--- src/rtl/mem_arbiter.sv ---
// Round-robin arbiter sharing one single-port 16x32 memory between requesters A and B.
// Serialises accesses, waits for read valid (bounded by TIMEOUT) and returns data to the owner.
`timescale 1ns/1ps

module mem_arb_rsp #(
  parameter int unsigned DW = 32
) (
  input  logic          clk_i,
  input  logic          rst_ni,
  input  logic          cap_i,
  input  logic [DW-1:0] data_i,
  output logic [DW-1:0] rdata_o
);
  logic [DW-1:0] rdata_q;

  always_ff @(posedge clk_i or negedge rst_ni) begin
    if (!rst_ni)    rdata_q <= '0;
    else if (cap_i) rdata_q <= data_i;
  end

  assign rdata_o = rdata_q;
endmodule

module mem_arbiter #(
  parameter int unsigned TIMEOUT = 8
) (
  input  logic        i_clk,
  input  logic        i_rst_n,
  input  logic        i_reqA,
  input  logic        i_reqB,
  input  logic        i_weA,
  input  logic        i_weB,
  input  logic [3:0]  i_addrA,
  input  logic [3:0]  i_addrB,
  input  logic [31:0] i_wdataA,
  input  logic [31:0] i_wdataB,
  output logic        o_gntA,
  output logic        o_gntB,
  output logic [31:0] o_rdataA,
  output logic [31:0] o_rdataB,
  output logic        o_rvalidA,
  output logic        o_rvalidB,
  output logic        o_err,
  output logic        o_busy,
  output logic        o_mem_EN,
  output logic        o_mem_we,
  output logic [3:0]  o_mem_address,
  output logic [31:0] o_mem_data_in,
  input  logic [31:0] i_mem_data_out,
  input  logic        i_mem_valid
);
  localparam int unsigned NP = 2;
  localparam int unsigned AW = 4;
  localparam int unsigned DW = 32;
  localparam int unsigned CW = $clog2(TIMEOUT + 1);

  typedef enum logic [1:0] {IDLE, ISSUE, WAIT, RESP} state_e;

  typedef struct packed {
    logic          we;
    logic [AW-1:0] addr;
    logic [DW-1:0] wdata;
  } acc_t;

  state_e               state_q, state_d;
  acc_t                 acc_q, acc_d;
  acc_t [NP-1:0]        acc_in;
  logic [NP-1:0]        req;
  logic                 own_q, own_d;     // 0 = A, 1 = B
  logic                 last_q, last_d;   // last granted, 1 = B
  logic                 win;
  logic [CW-1:0]        cnt_q, cnt_d;
  logic                 err_q, err_d;
  logic                 rd_done, rd_tmo;
  logic [DW-1:0]        rsp_data;
  logic [NP-1:0]        cap;
  logic [NP-1:0][DW-1:0] rdata;

  assign req       = {i_reqB, i_reqA};
  assign acc_in[0] = {i_weA, i_addrA, i_wdataA};
  assign acc_in[1] = {i_weB, i_addrB, i_wdataB};

  // On a tie the requester not granted last wins; a lone request always wins.
  always_comb begin
    win = 1'b0;
    if (req[0] && req[1]) win = ~last_q;
    else                  win = ~req[0];
  end

  assign rd_done  = (state_q == WAIT) && i_mem_valid;
  assign rd_tmo   = (state_q == WAIT) && !i_mem_valid && (cnt_q == CW'(TIMEOUT - 1));
  assign rsp_data = rd_done ? i_mem_data_out : '0;

  always_ff @(posedge i_clk or negedge i_rst_n) begin
    if (!i_rst_n) begin
      state_q <= IDLE;
      acc_q   <= '0;
      own_q   <= 1'b0;
      last_q  <= 1'b1;
      cnt_q   <= '0;
      err_q   <= 1'b0;
    end else begin
      state_q <= state_d;
      acc_q   <= acc_d;
      own_q   <= own_d;
      last_q  <= last_d;
      cnt_q   <= cnt_d;
      err_q   <= err_d;
    end
  end

  always_comb begin
    state_d = state_q;
    acc_d   = acc_q;
    own_d   = own_q;
    last_d  = last_q;
    cnt_d   = cnt_q;
    err_d   = 1'b0;
    case (state_q)
      IDLE: begin
        if (|req) begin
          acc_d   = acc_in[win];
          own_d   = win;
          last_d  = win;
          state_d = ISSUE;
        end
      end
      ISSUE: begin
        cnt_d   = '0;
        state_d = acc_q.we ? IDLE : WAIT;
      end
      WAIT: begin
        cnt_d = cnt_q + 1'b1;
        err_d = rd_tmo;
        if (rd_done || rd_tmo) state_d = RESP;
      end
      RESP:    state_d = IDLE;
      default: state_d = IDLE;
    endcase
  end

  always_comb begin
    o_gntA        = (state_q == ISSUE) && !own_q;
    o_gntB        = (state_q == ISSUE) &&  own_q;
    o_rvalidA     = (state_q == RESP)  && !own_q;
    o_rvalidB     = (state_q == RESP)  &&  own_q;
    o_err         = err_q;
    o_busy        = (state_q != IDLE);
    o_mem_EN      = (state_q == ISSUE);
    o_mem_we      = acc_q.we;
    o_mem_address = acc_q.addr;
    o_mem_data_in = acc_q.wdata;
  end

  // Per-requester read-data holding registers; timeout captures zero.
  for (genvar p = 0; p < NP; p++) begin : g_rsp
    assign cap[p] = (rd_done || rd_tmo) && (own_q == 1'(p));
    mem_arb_rsp #(.DW(DW)) u_rsp (
      .clk_i  (i_clk),
      .rst_ni (i_rst_n),
      .cap_i  (cap[p]),
      .data_i (rsp_data),
      .rdata_o(rdata[p])
    );
  end

  assign o_rdataA = rdata[0];
  assign o_rdataB = rdata[1];
endmodule
--- config.mk ---
export PLATFORM = sky130hd
export DESIGN_NAME = mem_arbiter
export DESIGN_NICKNAME = d
export VERILOG_FILES = /design/src/rtl/mem_arbiter.sv
export SDC_FILE = /design/constraint.sdc
export NUM_CORES = 1
export LEC_CHECK = 0
export BUFFER_PORTS_ARGS = -buffer_cell sky130_fd_sc_hd__buf_2
export CAP_MARGIN = 30
export CORE_ASPECT_RATIO = 0.9
export CORE_MARGIN = 3
export CORE_UTILIZATION = 35
export CTS_CLUSTER_SIZE = 30
export DETAILED_ROUTE_END_ITERATION = 8
export RECOVER_POWER = 100
export SLEW_MARGIN = 20
export SYNTH_ARGS = -nofsm -noshare
export SYNTH_HDL_FRONTEND = slang
export SYNTH_SLANG_ARGS = --single-unit
--- constraint.sdc ---
create_clock -name i_clk -period 3.9 [get_ports i_clk]
set_clock_uncertainty 0.05 [all_clocks]
set_input_delay 0.195 -clock i_clk [delete_from_list [all_inputs] [get_ports i_clk]]
set_output_delay 0.195 -clock i_clk [all_outputs]
set_load 0.01 [all_outputs]
After elaboration in Yosys (flattened, before gate mapping):

Cells that the tools add are included.
Widths: inputs -> output; s select.

* add/sub/neg operators: 1
* multiply operators: 0
* divide/modulo/power cells: 0
* order comparisons: 1
* equal/unequal tests: 6
* shift operators: 0
* multiplexer cells: 10
* bitwise operators: 3
* reductions and logical operators: 19

Operator list (count)
* $mux 37: 2
* $mux 32: 1
* $logic_and 1x1->1: 10
* $pmux 2 s4: 1
* $pmux 4 s2: 1
* $mux 2: 3
* $add 4x1->4 const B: 1
* $eq 2x2->1 const B: 2
* $eq 4x3->1 const B: 1
* $reduce_and 2->1: 2
* $reduce_bool 2->1: 2
* $not 1->1: 3
* $eq 2x1->1 const B: 1
* $logic_not 1->1: 2
* $logic_not 2->1: 1
* $lt 1x2->1 const B: 1
* $mux 1: 2
* $ne 2x1->1 const B: 1
* $ne 2x2->1 const B: 1
* $reduce_or 2->1: 1
* $logic_or 1x1->1: 1

* register bits after elaboration: 110
* bits in latches: 0
* bits in writable memories: 0
* ROM bits: 0
* bits of input ports: 111
* word-level logic and storage cells: 50
* memories: 0

Depth between registers and ports, before layout:

Gate-level depths: netlist of the first run.

* depth in word-level cells: 6
* mapped depth: 7
* mapped depth without buffers: 5

Hierarchy:

A second synthesis of the first run with hierarchy kept.

* cells, all modules: 444
* area, all modules: 5559.1 um^2

By module, submodules not included
* mem_arbiter: instances 1, cells each 308, area an instance 2869.0 um^2, seq. area each 1152.4 um^2
* mem_arb_rsp: instances 2, cells each 68, area an instance 1345.0 um^2, seq. area each 800.8 um^2

Worst setup path after synthesis of the first run:

OpenSTA, ideal clock, no wires.

* kind: reg2reg
* from: reg state_q[0]
* to: reg g_rsp[1].u_rsp.rdata_q[10]
* setup time: 122 ps
* arrival time: 1406 ps
* path slack: 2322 ps
* stages on the path, launching flop included: 8
* buffers on the path: 2
* cell sequence: dfrtp_1 -> inv_1 -> ha_1 -> and2_1 -> buf_6 -> o21ai_4 -> buf_6 -> a32o_1

* longest elaborated chain between the ends: 5

RTL lines
* start: declaration: line 65 `state_e state_q, state_d;`
* start signal: assignment: line 103 `state_q <= state_d;`
* $eq 2x2->1 *: line 90, 91
* $logic_and 1x1->1 (2 in a row): line 91 `assign rd_tmo = (state_q == WAIT) && !i_mem_valid && (cnt_q == CW'(TIMEOUT - 1));`
* $logic_or 1x1->1: line 157 `assign cap[p] = (rd_done || rd_tmo) && (own_q == 1'(p));`
* $logic_and 1x1->1: line 157
* end signal: assignment: line 18 `else if (cap_i) rdata_q <= data_i;`
* end: declaration: line 14 `logic [DW-1:0] rdata_q;`

Mark *: on every way between the ends. The rest lies on a longest branch, timed or not.
A chain may end at the register's enable or synchronous reset.

Final worst setup path of the first run:

* from: reg state_q[0]
* to: reg g_rsp[0].u_rsp.rdata_q[2]

* longest elaborated chain between the ends: 5

RTL lines (line)
* $eq 2x2->1 *: 90, 91
* $logic_and 1x1->1 (2 in a row): 91
* $logic_or 1x1->1: 157
* $logic_and 1x1->1: 157
* end signal: assignment: 18
* end: declaration: 14

Marked as above.

==> results of run 1 <==
stage by stage:
step | instances | utilization, % | power, mW | worst slack [ns] | hold WS, ns
after global routing | 783 | 45.5 | 4.90 | 0.843 | 0.0454
after CTS | 783 | 46.6 | 4.74 | 1.69 | 0.0340
after detailed placement | 766 | 44.4 | 3.82 | 1.71 | 0.372
final | 783 | 45.5 | 4.53 | 1.16 | 0.0526
after global placement | 765 | 44.2 | 3.76 | 1.75 | 0.359
after floorplan | 419 | - | 3.03 | 2.32 | -0.151
critical path: cells and delay by family (launching register included):
family,cells,cell delay [ns]
adders and majority gates,1,0.29
and+or+nand+nor,1,0.15
DFF,1,0.42
buffers and inverters,2,0.71
AOI/OAI and AO/OA,2,1.00
cells in the mapped netlist, drive strengths merged:
library cell  count  share of area, %
and2              3              0.38
and3b             1              0.26
a21oi             2              0.21
o211ai            1              0.15
nand2             1             0.077
nand2b            2              0.26
nor2b             3              0.44
and2b             2              0.31
a32o             64                13
a22oi             1              0.15
mux2i             2              0.41
o2bb2ai           1              0.18
or3b              1              0.18
a31oi            37               4.7
nand3b           37               5.7
or2b              1              0.15
dfstp             1              0.54
nor2             41               3.2
o21ai            43               4.9
o22ai             1              0.13
o21a              1              0.15
nor4b             1              0.18
inv               8              0.62
clkbuf            9              0.69
dfrtp           109                56
buf              37               5.1
nand3             3              0.31
ha                6               1.5
how the worst max path moves through the flow:
stage,from,to,slack [ns],cells after the start
6_report,state_q[0],g_rsp[0].u_rsp.rdata_o[2],1.16,6
5_1_grt,state_q[0],g_rsp[0].u_rsp.rdata_o[26],0.84,6
4_1_cts,state_q[0],g_rsp[0].u_rsp.rdata_o[22],1.69,6
3_5_place_dp,state_q[0],g_rsp[0].u_rsp.rdata_o[2],1.71,6
3_3_place_gp,state_q[0],g_rsp[0].u_rsp.rdata_o[6],1.75,6
2_1_floorplan,state_q[0],g_rsp[1].u_rsp.rdata_o[10],2.32,7
state kept, by name, indices dropped and copies added, names as in the netlist, named ones only:
| signal | flops |
|---|---|
| cnt_q | 4 |
| g_rsp.u_rsp.rdata_o | 64 |
| last_q | 1 |
| o_err | 1 |
| o_mem_address | 4 |
| o_mem_data_in | 32 |
| o_mem_we | 1 |
| own_q | 1 |
| state_q | 1 |
per-layer routing:
layer | routed length [µm] | share of wire [%]
met4 | 98 | 0.74
met3 | 1350 | 10
met2 | 5930 | 45
met1 | 5930 | 45
met5 | 0 | 0
area by class of cell:
class,instances,area (µm²),area share [%]
inverters,8,30.0,0.491
repair buffers,226,1030,16.9
well taps,168,210,3.43
clock inverters,6,56.3,0.920
flip-flops and latches,110,2750,45.0
multi-input cells,255,1800,29.4
clock buffers,10,239,3.91
cells by family after synthesis:
logic type               synth area share (%)
flip-flops                               56.5
AND/OR/NAND/NOR                          11.4
adder cells (fa/ha/maj)                  1.54
multiplexers                            0.411
AO/OA/AOI/OAI                            23.7
buffers and inverters                    6.44
where the power goes:
group / internal (mW) / switching (mW)
logic: 0.714 / 0.991
clock network: 0.461 / 0.433
registers: 1.64 / 0.291
total: 2.82 / 1.72
==> results.ini, run 1 <==
[outcome]
status=finished with violations
failed_checks=capacitance limit, slew limit

[worst_hold_path]
holdCritPathClass=input pin to register
hold_end=o_mem_data_in[8]
min_path_cells=3
min_from=i_wdataB[8]

[cts]
htreeDepth=3
cts-root-buf=clkbuf_16
clkSlewWorstSetupHoldPaths_ns=0.07
cts_resized=0
cts_tree=yes
clock-sinks=110
clk_latency_ns=0.35
cts_buffers=9
clk_path_buf_depth=2
postCtsHoldBufs=1
cts_setup_buffers=0

[routing]
routed-via-count=4153
ant_nets=0
routedWlPerCell_um=17.0
vias_per_cell=5.30
drtPass1Iterations=4
drcViolationCount=0
routed_wl_um=13300
drt_iter0_markers=218

[global_routing]
antenna_found_initial=0
grt.met1_usage_pct=22.5
grt_pass1_wl_um=20800
grt_pass1_vias=4068
met3_usage_pct=7.30
grt_max_degree=79
grt_overflow=0
gr-usage-all-layers_pct=17.0
grt_busiest_layer=met2
gr-usage-met2_pct=25.7

[synth]
yosysSeqAreaShare_pct=56.5
yosys_register_bits=110
synth_cell_types=34
yosysWarnings=0
avgSynthCellArea_um2=11.6
synth_cells=419
syn-num-nets=536
syn_area_mm2=0.00488

[place]
placed_cell_area_mm2=0.00597
io_buffers=218
dpl.hpwl_um=9210
gp_congestion=0.787

[cells_and_area]
final_nets=727
fill_cells=1353
antenna_cells=0
areaGrowthSynthToFinish_pct=25.5
stdcell_area_mm2=0.00612
final_cell_mix=109 x dfrtp_1, 109 x buf_2, 109 x clkbuf_1, 64 x a32o_1, 41 x nor2_1
drive_gt1_share_pct=22.4

[sta]
relSlewSlack_pct=-30.1
fmax_mhz=366
rsz0062_at_grt=no
setup_viol=0
drv_slew=79
worst-slew-pin-transition_ns=1.95
fin_tns_setup_ns=0
final-hold-violation-count=0
min_period_over_period_pct=70.2
post-route-min-period_ns=2.74

[floorplanning]
start_util_pct=36.2
rows=40
dieHeight_um=118
ios=219
die_w_um=130
coreArea_mm2=0.0135
dieArea_mm2=0.0154

[critical_path]
end_kind=register
r2r_end=g_rsp[0].u_rsp.rdata_o[2]
cp_slowest_stage_delay_ns=0.60
slowest_stage=o21ai_2
crit_chain=inv_1, ha_1, and2b_1, clkbuf_2, o21ai_2, a32o_1
cp_max_fo=33
critical_path_class=register to register
r2r_setup_slack_ns=1.16
crit_required_ns=4.09
start_kind=register
cp.arrival_ns=2.93
timing.rr.start=state_q[0]
r2r_cells=6

[power]
power.leakage_nw=2.62
power_density_mw_per_mm2=741
vdd_ir_drop_max_mv=0.319

[flow_run]
drv_cap=1

Note: power is estimated with default switching activity, not from simulation.
==> run 2, diff against run 1 <==
--- a/config.mk
+++ b/config.mk
@@ -5,6 +5,7 @@
 export SDC_FILE = /design/constraint.sdc
 export NUM_CORES = 1
 export LEC_CHECK = 0
+export ABC_AREA = 1
 export BUFFER_PORTS_ARGS = -buffer_cell sky130_fd_sc_hd__buf_2
 export CAP_MARGIN = 30
 export CORE_ASPECT_RATIO = 0.9
==> constraint.sdc (replaced) <==
create_clock -name i_clk -period 2.25 [get_ports i_clk]
set_clock_uncertainty 0.05 [all_clocks]
set_input_delay 0.1125 -clock i_clk [delete_from_list [all_inputs] [get_ports i_clk]]
set_output_delay 0.1125 -clock i_clk [all_outputs]
set_load 0.01 [all_outputs]
==> run 2 against run 1 <==
The run now ends clean. Critical path depth is 1 higher. Final cell count is 38% higher. Register-to-register slack worse by 1.1 ns. Largest cell class unchanged. Highest routed layer unchanged.
==> results.ini, run 2 <==
[outcome]
status=complete, no violations

[cts]
clock-sinks=110  ; unchanged
cts_buffers=9  ; unchanged
clk_path_buf_depth=2  ; unchanged
clkSlewWorstSetupHoldPaths_ns=0.07  ; about the same
cts-root-buf=clkbuf_16
htreeDepth=3  ; unchanged
clk_latency_ns=0.35  ; about the same
cts_tree=yes

[critical_path]
cp_max_fo=37  ; +12%
start_kind=register
crit_required_ns=2.48  ; -1.61 ns
cp.arrival_ns=2.38  ; -0.55 ns
critical_path_class=register to register
end_kind=register

[synth]
synth-async-reset-ratio_pct=100  ; unchanged
syn_area_mm2=0.00502  ; +3.0%
avgSynthCellArea_um2=8.17  ; -30%
yosys_register_bits=110  ; unchanged
synth_top_area_cell=dfrtp_1
synth.area.top_cells=dfrtp_1 54%, nand2_1 14%, a21oi_1 7.7%, nor2_1 5.7%, nand3_1 4.3%
synthDominantCellAreaShare_pct=54.3  ; -1.6 points
synth_cells=615  ; +47%
synth_cell_types=21  ; -38%
yosysWarnings=0  ; unchanged
synth_ff_type=dfrtp_1
synth_edf_count=0  ; unchanged
yosysMostFrequentCell=nand2_1
syn-num-nets=732  ; +37%
synth_commonest_cells=184 x nand2_1, 109 x dfrtp_1, 77 x a21oi_1
yosysSeqAreaShare_pct=54.8  ; -1.7 points

[flow_run]
drv_cap=0  ; -1

[routing]
drtPass1Iterations=5  ; +1
routed-via-count=5013  ; +21%
drt_iter0_markers=230  ; +5.5%
vias_per_cell=4.64  ; -13%
ant_nets=0  ; unchanged
routed_wl_um=15700  ; +18%
drcViolationCount=0  ; unchanged
routedWlPerCell_um=14.6  ; -14%

[sta]
post-route-min-period_ns=2.15  ; -0.587 ns
fin_tns_setup_ns=0  ; unchanged
relSlewSlack_pct=27.4  ; +57 points
drv_slew=0  ; -100%
worst-slew-pin-transition_ns=1.09  ; -0.862 ns
final-hold-violation-count=0  ; unchanged
final.setup.worst_slack_ns=0.101  ; -1.06 ns
setup_viol=0  ; unchanged
min_period_over_period_pct=95.5  ; +25 points
rsz0062_at_grt=no
fmax_mhz=465  ; +27%

[floorplanning]
dieHeight_um=120  ; +1.4%
rows=40  ; unchanged
dieArea_mm2=0.0158  ; +2.9%
start_util_pct=36.6  ; +0.42 points
coreArea_mm2=0.0137  ; +1.9%
ios=219  ; unchanged
die_w_um=132  ; +1.4%

[global_routing]
antenna_found_initial=0  ; unchanged
grt_max_degree=44  ; -44%
grt_pass1_vias=5059  ; +24%
grt_pass1_wl_um=25300  ; +21%
grt_overflow=0  ; unchanged
gr-usage-all-layers_pct=19.5  ; +2.6 points

[place]
dpl.hpwl_um=10100  ; +9.8%
dp_slack_ns=0.346  ; -1.36 ns
gp_congestion=0.772  ; -1.9%
io_buffers=218  ; unchanged

[power]
p_clk_share_pct=17.0  ; -2.7 points
seq_power_share_pct=39.1  ; -3.6 points
combinationalPowerShare_pct=43.9  ; +6.3 points
vdd_ir_drop_max_mv=0.579  ; +82%
p_sw_share_pct=40.8  ; +2.9 points
power.leakage_nw=3.62  ; +38%
power_density_mw_per_mm2=1290  ; +74%
p_sw_mw=3.70  ; +120%
internal-power_mw=5.37  ; +91%

[cells_and_area]
areaGrowthSynthToFinish_pct=40.3
antenna_cells=0  ; unchanged
final_nets=1004  ; +38%
layout_commonest_cell=nand2_1
final_cell_mix=201 x nand2_1, 110 x buf_2, 109 x dfrtp_1, 108 x clkbuf_1, 77 x nor2_1
largest_reg_flops=64  ; unchanged
drive_gt1_share_pct=16.9  ; -5.5 points

[worst_hold_path]
holdCritPathClass=input pin to register

run 2: cell types whose count changed in the layout (fill, tap and decap cells not counted), sizes merged, moves of 39 or more:
cell | previous run | this run
nand3 | 3 | 43
a21oi | 2 | 77
inv | 9 | 48
nand2 | 1 | 209
o21ai | 43 | 4
a32o | 64 | 0
dlygate4sd3 | 1 | 67
run 2: through the flow:
step / cell area [µm²] / util [%] / cells / power [mW] / hold WS [ns]
2_1_floorplan: 5020 / - / 615 / 5.55 / -0.233
3_3_place_gp: 6260 / 45.6 / 997 / 7.16 / 0.106
3_5_place_dp: 6260 / 45.6 / 997 / 7.20 / 0.111
4_1_cts: 7220 / 52.6 / 1080 / 9.30 / 0.0000668
5_1_grt: 7050 / 51.4 / 1081 / 9.74 / 0.00167
6_report: 7050 / 51.4 / 1081 / 9.07 / 0.00348
run 2: critical path, cell delays in order, from the launching register on:
cell	delay, ns
dfrtp_1	0.43
inv_1	0.11
ha_2	0.22
o21ai_2	0.11
buf_8	0.29
a21oi_1	0.08
a21oi_1	0.19
dlygate4sd3_1	0.59
run 2: path summary, 6_finish.rpt:
path                                            start                    endpoint  slack [ns]  cells after the start
min in group asynchronous                     i_rst_n   g_rsp[0].u_rsp.rdata_o[4]        0.45                      2
min reg2reg                g_rsp[1].u_rsp.rdata_o[17]  g_rsp[1].u_rsp.rdata_o[17]        0.42                      2
max                                        state_q[0]           o_mem_data_in[23]        0.10                      7
max reg2reg                                state_q[0]           o_mem_data_in[23]        0.10                      7
min                                       i_wdataB[7]            o_mem_data_in[7]       0.003                      3
max in group asynchronous                     i_rst_n            o_mem_address[1]        0.42                      3
run 2: final cells by class:
| class | instances | area, µm² |
|---|---|---|
| multi-input cells | 420 | 1840 |
| flip-flops and latches | 110 | 2750 |
| inverters | 49 | 186 |
| repair buffers | 297 | 1750 |
| fillers | 1378 | 6660 |
| clock buffers | 13 | 270 |
| clock inverters | 3 | 17.5 |
| well taps | 189 | 236 |
run 2: metal layers:
metal	track usage (%)	share of wire, %	up-vias
li1	-	-	2458
met1	24.8	44	2302
met2	31.9	47	239
met3	7.25	8.3	14
met4	4.74	1.1	0
met5	0	0	-
run 2: logic make-up (layout without fill, tap and decap cells):
kind of cell | count (synthesis) | after routing | share of synthesized area, %
adder cells (fa/ha/maj) | 6 | 6 | 1.49
flip-flops | 110 | 110 | 54.8
AND/OR/NAND/NOR | 332 | 332 | 27.6
XOR/XNOR | 1 | 1 | 0.174
AO/OA/AOI/OAI | 81 | 81 | 8.07
buffers and inverters | 85 | 362 | 7.80
run 2: repair_timing:
action / CTS / global route
endpoints found under the hold margin: 78 / 0
gates resized for setup: 0 / 7
setup buffers: 0 / 0
setup endpoints to repair: 0 / 29
hold buffers: 67 / 0
run 2: power groups by stage:
stage	Clock, mW	Sequential, mW	Combinational, mW
2_1_floorplan	0	3.89	1.66
3_3_place_gp	0	3.57	3.60
3_5_place_dp	0	3.53	3.67
4_1_cts	1.60	3.53	4.16
5_1_grt	1.67	3.66	4.41
6_report	1.54	3.54	3.98
